$ cat src/rtl/mult_share_arbiter.sv
// Round-robin sharing of one combinational signed array multiplier between two requesters.
// Operands are held for SETTLE_CYCLES clocks so the carry chain gets a multicycle path.

module array_multiplier #(
    parameter int WIDTH = 32
) (
    input  logic [WIDTH-1:0]   a,
    input  logic [WIDTH-1:0]   b,
    output logic [2*WIDTH-1:0] product
);

    logic [2*WIDTH-1:0] acc;
    logic [2*WIDTH-1:0] row;

    // Sign-extended partial-product rows; the top row of b carries negative weight.
    always_comb begin
        acc = '0;
        row = '0;
        for (int i = 0; i < WIDTH; i++) begin
            row = b[i] ? ({{WIDTH{a[WIDTH-1]}}, a} << i) : '0;
            if (i == WIDTH - 1) begin
                acc = acc - row;
            end else begin
                acc = acc + row;
            end
        end
        product = acc;
    end

endmodule

module mult_share_arbiter #(
    parameter int WIDTH         = 32,
    parameter int SETTLE_CYCLES = 2
) (
    input  logic                clk,
    input  logic                rst,
    input  logic                req0_valid,
    output logic                req0_ready,
    input  logic [WIDTH-1:0]    req0_a,
    input  logic [WIDTH-1:0]    req0_b,
    input  logic                req1_valid,
    output logic                req1_ready,
    input  logic [WIDTH-1:0]    req1_a,
    input  logic [WIDTH-1:0]    req1_b,
    output logic                resp_valid,
    input  logic                resp_ready,
    output logic                resp_id,
    output logic [2*WIDTH-1:0]  resp_product,
    output logic                busy,
    output logic [15:0]         op_count
);

    typedef enum logic [1:0] {
        IDLE,
        CALC,
        DONE
    } state_t;

    localparam logic [3:0] CNT_INIT = 4'(SETTLE_CYCLES - 1);

    state_t             state;
    state_t             state_next;
    logic [WIDTH-1:0]   op_a;
    logic [WIDTH-1:0]   op_b;
    logic [3:0]         cnt;
    logic               last_grant;
    logic               pend_id;
    logic               grant;
    logic               accept;
    logic [2*WIDTH-1:0] mult_out;

    array_multiplier #(
        .WIDTH(WIDTH)
    ) u_mult (
        .a       (op_a),
        .b       (op_b),
        .product (mult_out)
    );

    // With both requesters waiting, the one that did not win last time goes next.
    always_comb begin
        grant = 1'b0;
        if (req0_valid && req1_valid) begin
            grant = ~last_grant;
        end else if (req1_valid) begin
            grant = 1'b1;
        end
        req0_ready = (state == IDLE) && !grant;
        req1_ready = (state == IDLE) && grant;
        accept     = (req0_valid && req0_ready) || (req1_valid && req1_ready);
        busy       = (state != IDLE);
    end

    always_comb begin
        state_next = state;
        case (state)
            IDLE:    if (accept) state_next = CALC;
            CALC:    if (cnt == 4'd0) state_next = DONE;
            DONE:    if (resp_ready) state_next = IDLE;
            default: state_next = IDLE;
        endcase
    end

    always_ff @(posedge clk) begin
        if (rst) begin
            state        <= IDLE;
            resp_valid   <= 1'b0;
            resp_id      <= 1'b0;
            resp_product <= '0;
            op_a         <= '0;
            op_b         <= '0;
            cnt          <= 4'd0;
            last_grant   <= 1'b1;
            pend_id      <= 1'b0;
            op_count     <= 16'd0;
        end else begin
            state <= state_next;
            case (state)
                IDLE: begin
                    if (accept) begin
                        op_a       <= grant ? req1_a : req0_a;
                        op_b       <= grant ? req1_b : req0_b;
                        last_grant <= grant;
                        pend_id    <= grant;
                        cnt        <= CNT_INIT;
                    end
                end
                CALC: begin
                    if (cnt != 4'd0) begin
                        cnt <= cnt - 4'd1;
                    end else begin
                        resp_product <= mult_out;
                        resp_id      <= pend_id;
                        resp_valid   <= 1'b1;
                    end
                end
                DONE: begin
                    if (resp_ready) begin
                        resp_valid <= 1'b0;
                        op_count   <= op_count + 16'd1;
                    end
                end
                default: ;
            endcase
        end
    end

endmodule

$ cat config.mk
export PLATFORM = sky130hd
export DESIGN_NAME = mult_share_arbiter
export DESIGN_NICKNAME = d
export VERILOG_FILES = /design/src/rtl/mult_share_arbiter.sv
export SDC_FILE = /design/constraint.sdc
export NUM_CORES = 2
export LEC_CHECK = 0
export ABC_AREA = 1
export BUFFER_PORTS_ARGS = -buffer_cell sky130_fd_sc_hd__buf_4
export CAP_MARGIN = 10
export CORE_MARGIN = 2
export CORE_UTILIZATION = 58
export CTS_CLUSTER_DIAMETER = 80
export DETAILED_ROUTE_END_ITERATION = 16
export GPL_TIMING_DRIVEN = 0
export PLACE_DENSITY = 0.76
export SLEW_MARGIN = 20
export SYNTH_ARGS = -nofsm -noshare
export SYNTH_HDL_FRONTEND = slang
export SYNTH_SLANG_ARGS = --single-unit
$ cat constraint.sdc
create_clock -name clk -period 8.4 [get_ports clk]
set_clock_uncertainty 0.2 [all_clocks]
set_input_delay 0.84 -clock clk [delete_from_list [all_inputs] [get_ports clk]]
set_output_delay 0.84 -clock clk [all_outputs]
set_load 0.03 [all_outputs]
# After elaboration in Yosys (flattened, before gate mapping)
# Cells that the tools add are included.
dict set report totals {
  register_bits 154
  latchBits 0
  ram_bits 0
  mem_bits_ro 0
  in_bits 133
  out_inout_bits 85
  mem_count 0
}
dict set report op_classes {
  add_sub_neg 33
  multipliers 0
  div_mod_pow 0
  n_lt_le_gt_ge 0
  n_eq_ne 7
  shifts 0
  mux 46
  bitwise 2
  reduce_logical 19
}
# cell n
set ops {}
lappend ops {{$mux 64} 32}
lappend ops {{$add 64x64->64} 30}
lappend ops {{$mux 32} 2}
lappend ops {{$sub 64x64->64} 1}
lappend ops {{$add 16x1->16 const B} 1}
lappend ops {{$ne 2x2->1 const B} 5}
lappend ops {{$reduce_and 3->1} 3}
lappend ops {{$mux 4} 2}
lappend ops {{$pmux 4 s2} 1}
lappend ops {{$mux 2} 3}
lappend ops {{$pmux 2 s3} 1}
lappend ops {{$reduce_and 2->1} 3}
lappend ops {{$reduce_bool 2->1} 3}
lappend ops {{$logic_and 1x1->1} 5}
lappend ops {{$logic_not 4->1} 1}
lappend ops {{$mux 1} 4}
lappend ops {{$reduce_bool 4->1} 1}
lappend ops {{$sub 4x1->4 const B} 1}
lappend ops {{$eq 2x1->1 const B} 1}
lappend ops {{$eq 2x2->1 const B} 1}
lappend ops {{$logic_not 2->1} 1}
lappend ops {{$not 1->1} 2}
lappend ops {{$pmux 1 s2} 1}
lappend ops {{$logic_not 1->1} 1}
lappend ops {{$logic_or 1x1->1} 1}

# Depth between registers and ports, before layout
dict set report logic_depth {
  ltp_word 32
  mapped_depth 33
}

# Modules after synthesis
# A second synthesis with hierarchy kept.
dict set report hier_totals {
  hier_cells 6127
  hier_area_um2 49134.6
}
# module n_inst cells_each area_per_inst_um2 seq_area_each_um2
set by_module_without_submodules {}
lappend by_module_without_submodules {array_multiplier 1 5267 42821.1 0.0}
lappend by_module_without_submodules {mult_share_arbiter 1 860 6313.6 3083.0}

# Least setup slack after synthesis
# OpenSTA, ideal clock, no wires.
dict set report synth_path {
  kind {reg-to-reg}
  start {reg op_a[31]}
  end {reg resp_product[63]}
  setup_time_ns 0.070
  t_arrival_ns 7.471
  t_required_ns 8.130
  setup_slack_ns 0.660
  path_stages_with_launch 32
  synth_period_minus_slack_ns 7.740
  cell_sequence {dfxtp_1 clkbuf_1 clkbuf_1 nand2_1 inv_1 fa_1 inv_1 fa_1 inv_1 fa_1 inv_1 fa_1 inv_1 fa_1 inv_1 fa_1 fa_1 inv_1 fa_1 ha_1 nand2_1 inv_1 nand2_1 nor2_1 nand2_1 nor3_1 nand2_1 nand3_1 inv_1 nand2_1 nand2_1 a21oi_1}
}
dict set report synth_via {
  elab_chain_len 32
}
# item line
set synth_rtl {}
lappend synth_rtl {{start: declaration} 64} ;# logic [WIDTH-1:0] op_a;
lappend synth_rtl {{start signal: assignment} 122} ;# op_a <= grant ? req1_a : req0_a;
lappend synth_rtl {{$mux 64} 20} ;# row = b[i] ? ({{WIDTH{a[WIDTH-1]}}, a} << i) : '0;
lappend synth_rtl {{$add 64x64->64 (30 in series)} 24} ;# acc = acc + row;
lappend synth_rtl {{$sub 64x64->64 *} 22} ;# acc = acc - row;
lappend synth_rtl {{end signal: assignment} 133} ;# resp_product <= mult_out;
lappend synth_rtl {{end: declaration} 49} ;# output logic [2*WIDTH-1:0] resp_product,
# Every way passes the cells marked *; elsewhere a longest branch is shown, timed or not.
# A chain may end at the register's enable or synchronous reset.

# Worst setup path in the final report
dict set report layout_path {
  start {reg op_b[7]}
  end {reg resp_product[35]}
}
dict set report layout_via {
  elab_chain_len 26
}
# item line
set layout_rtl {}
lappend layout_rtl {{start: declaration} 65} ;# logic [WIDTH-1:0] op_b;
lappend layout_rtl {{start signal: assignment} 123} ;# op_b <= grant ? req1_b : req0_b;
lappend layout_rtl {{$mux 64} 20}
lappend layout_rtl {{$add 64x64->64 (24 in series)} 24}
lappend layout_rtl {{$sub 64x64->64} 22}
# Every way passes these cells.

==> impl_metrics.json <==
{
  "num_vias": 41806,
  "yosys_most_used_dff": "dfxtp_1",
  "fin_util": 0.635,
  "synth-edff-count": 0,
  "drc": 0,
  "synth_area_leaders": "fa_1 53%, inv_1 14%, nand2_1 11%",
  "dp_slack_ns": -1.19,
  "synth_most_common_cell": "inv_1",
  "setup_viol": 0,
  "final_nets": 7925,
  "cts_root_buf": "clkbuf_16",
  "period_share": 0.998,
  "cts_tree": "done",
  "antenna_found_initial": 8,
  "drt_iter0_markers": 4323,
  "place_hpwl_um": 155000,
  "io_pins": 218,
  "synth_nets": 7683,
  "wire_per_inst_um": 25.3,
  "worstHoldEndpoint": "last_grant$_SDFFE_PP1P_",
  "fillCellCount": 7441,
  "first_pass_iters": 6,
  "hold-path-cell-count": 2,
  "place_congestion": 1.06,
  "routed_wl_um": 188000,
  "setup-tns-final_ns": 0,
  "fp.dieW_um": 294,
  "ant_nets": 0,
  "syn-mean-instance-area_um2": 8.04,
  "met2_usage": 0.669,
  "drv_slew": 0,
  "clk_path_buf_depth": 2,
  "syn_area_mm2": 0.0489,
  "htreeDepth": 4,
  "hold_buffers": 0,
  "rsz0062_at_grt": "true",
  "clkLatencyLatePin_ns": 0.52,
  "ys_warn_count": 0,
  "io_buffers": 216,
  "end_kind": "register",
  "layout_setup_ws_ns": 0.0162,
  "seqCellArea_mm2": 0.00309,
  "met1_usage": 0.569,
  "synth_top_area_share": 0.526,
  "grt_util_met3": 0.153,
  "grt_overflow_total": 0,
  "grt_start_max_net_pins": 26,
  "fp.dieH_um": 294,
  "syn_to_final_growth_pct": 8.48,
  "cts_buffers": 17,
  "path_max_fanout": 10,
  "ys_seq_area_frac": 0.0630,
  "yosys.area.top_type": "fa_1",
  "ys_top_cells_by_count": "1795 x inv_1, 1468 x nand2_1, 1286 x fa_1, 387 x nor2_1, 294 x clkbuf_1",
  "period_minus_slack_ns": 8.38,
  "ff2ff_setup_slack_ns": 0.02,
  "crit_slowest_cell": "dfxtp_2",
  "core-area_mm2": 0.0836,
  "fmax_mhz": 119,
  "grt.total_usage": 0.454,
  "via_per_inst": 5.63,
  "outcome": "finished, final reports clean",
  "cp_cell_sequence": "clkbuf_1 -> nand2_1 -> inv_1 -> fa_1 -> fa_1 -> inv_1 -> fa_1 -> fa_1 -> inv_1 -> fa_1 -> fa_1 -> fa_1 -> fa_1 -> ha_1 -> a21oi_1 -> nand2_1 -> a21oi_1 -> nand3_2 -> a21oi_1 -> o21ai_0 -> o21ai_0 -> inv_1",
  "clk_pin_slew_ns": 0.12,
  "syn_inst": 6082,
  "crit_arrival_ns": 8.60,
  "crit_path_frequent_cell": "fa_1",
  "grt_pass1_wl_um": 278000,
  "final_hold_viol_count": 0,
  "start_util": 0.586,
  "rows": 106,
  "crit_type": "register to register",
  "multi_input_area_mm2": 0.0380,
  "busiest_layer": "met2",
  "drive_above_1_share": 0.0750,
  "synth.distinct_cells": 42,
  "min-delay-start": "last_grant$_SDFFE_PP1P_",
  "grt_pass1_vias": 43527,
  "synthArstFlopShare": 0,
  "max_cap_viol_count": 0,
  "worstPathRequired_ns": 8.62,
  "die-area_mm2": 0.0867,
  "worstRegToRegCells": 22,
  "reg2reg_to": "resp_product[35]$_SDFFE_PP0P_",
  "clkSinkCount": 154,
  "timing.slew.headroom": 0.227,
  "critPathLaunchType": "register",
  "max_stage_delay_ns": 0.69,
  "r2r-start": "op_b[7]$_SDFFE_PP0P_",
  "worstHoldPathType": "register to register",
  "worst_pin_slew_ns": 1.16,
  "synth_seq_cells": 154
}
-- cells by family (layout without fill, tap and decap cells) --
family | after synthesis | in the layout | synth area share
other cells | 0 | 11 | 0
compound gates | 263 | 263 | 0.0314
simple gates | 2060 | 2060 | 0.166
fa+ha+maj | 1468 | 1468 | 0.573
buf+inv | 2109 | 2363 | 0.162
xor+xnor | 28 | 28 | 0.00501
flops | 154 | 154 | 0.0630
-- how the worst max path moves through the flow --
stage                               start                       endpoint  slack [ns]  depth (start not counted)
finish               op_b[7]$_SDFFE_PP0P_  resp_product[35]$_SDFFE_PP0P_        0.02                         22
global route         op_a[2]$_SDFFE_PP0P_  resp_product[62]$_SDFFE_PP0P_      -0.002                         26
global placement    op_a[31]$_SDFFE_PP0P_  resp_product[43]$_SDFFE_PP0P_       -1.55                         25
floorplan           op_a[31]$_SDFFE_PP0P_  resp_product[63]$_SDFFE_PP0P_        0.66                         31
CTS                  op_b[7]$_SDFFE_PP0P_  resp_product[35]$_SDFFE_PP0P_       0.002                         22
detailed placement  op_a[31]$_SDFFE_PP0P_  resp_product[62]$_SDFFE_PP0P_       -1.19                         28
-- routing by layer --
metal	up-vias	routed length [um]	share of wire
met5	-	55	0.00029
li1	17470	-	-
met4	8	16200	0.086
met1	20671	65100	0.35
met2	2881	80000	0.43
met3	776	26300	0.14
-- state kept, by name, summed over array words and instances (netlist names) --
signal	flops
op_b	32
last_grant	1
op_a	32
cnt	4
state	2
pend_id	1
resp_product	64
resp_valid	1
op_count	16
resp_id	1
-- stage by stage --
| stage | hold slack (ns) | std cells | area, um2 |
|---|---|---|---|
| after floorplan | 0.230 | 6082 | 48900 |
| after global placement | 0.262 | 7378 | 51900 |
| after detailed placement | 0.259 | 7382 | 52000 |
| after CTS | 0.278 | 7410 | 52700 |
| after global routing | 0.293 | 7416 | 53000 |
| final | 0.277 | 7427 | 53100 |
-- what timing repair did --
action / CTS / global route
hold endpoints to repair: 0 / 0
cloned: 2 / 0
gates resized for setup: 48 / 252
buffers inserted: 3 / 16
endpoints found under the setup margin: 30 / 30
pin swaps: 1 / 0
-- area by class of cell --
| class | instances | area share |
|---|---|---|
| repair buffers | 240 | 0.0349 |
| flip-flops and latches | 154 | 0.0583 |
| clock buffers | 17 | 0.00802 |
| inverters | 1796 | 0.128 |
| repair inverters | 2 | 0.000283 |
| clock inverters | 14 | 0.00380 |
| multi-input cells | 3819 | 0.716 |
| diodes | 11 | 0.000519 |
| well taps | 1080 | 0.0255 |
| plain buffers | 294 | 0.0255 |
-- layout by cell type, fill, tap and decap left out, types with 10 or more instances in the layout --
cell | netlist | final
a21oi_1 | 86 | 85
buf_2 | 15 | 26
buf_4 | 0 | 235
clkbuf_1 | 294 | 135
clkbuf_16 | 0 | 17
clkbuf_2 | 0 | 111
clkbuf_4 | 0 | 12
clkinvlp_4 | 0 | 11
dfxtp_1 | 154 | 145
diode_2 | 0 | 11
fa_1 | 1286 | 1284
ha_1 | 182 | 182
inv_1 | 1795 | 1785
nand2_1 | 1468 | 1457
nand3_1 | 157 | 157
nand4_1 | 18 | 18
nor2_1 | 387 | 386
o21ai_0 | 85 | 85
o21bai_1 | 10 | 10
o31ai_1 | 64 | 64
xor2_1 | 25 | 25
-- critical path: cells and delay by family (launching register included) --
family	cells	cell delay, ns
AOI/OAI and AO/OA	5	1.45
adders and majority gates	9	4.55
buffers and inverters	5	0.90
DFF	1	0.69
and+or+nand+nor	3	0.53
Power is not shown: default switching activity piles up to over one toggle a cycle in this logic, so the estimate is an artifact.
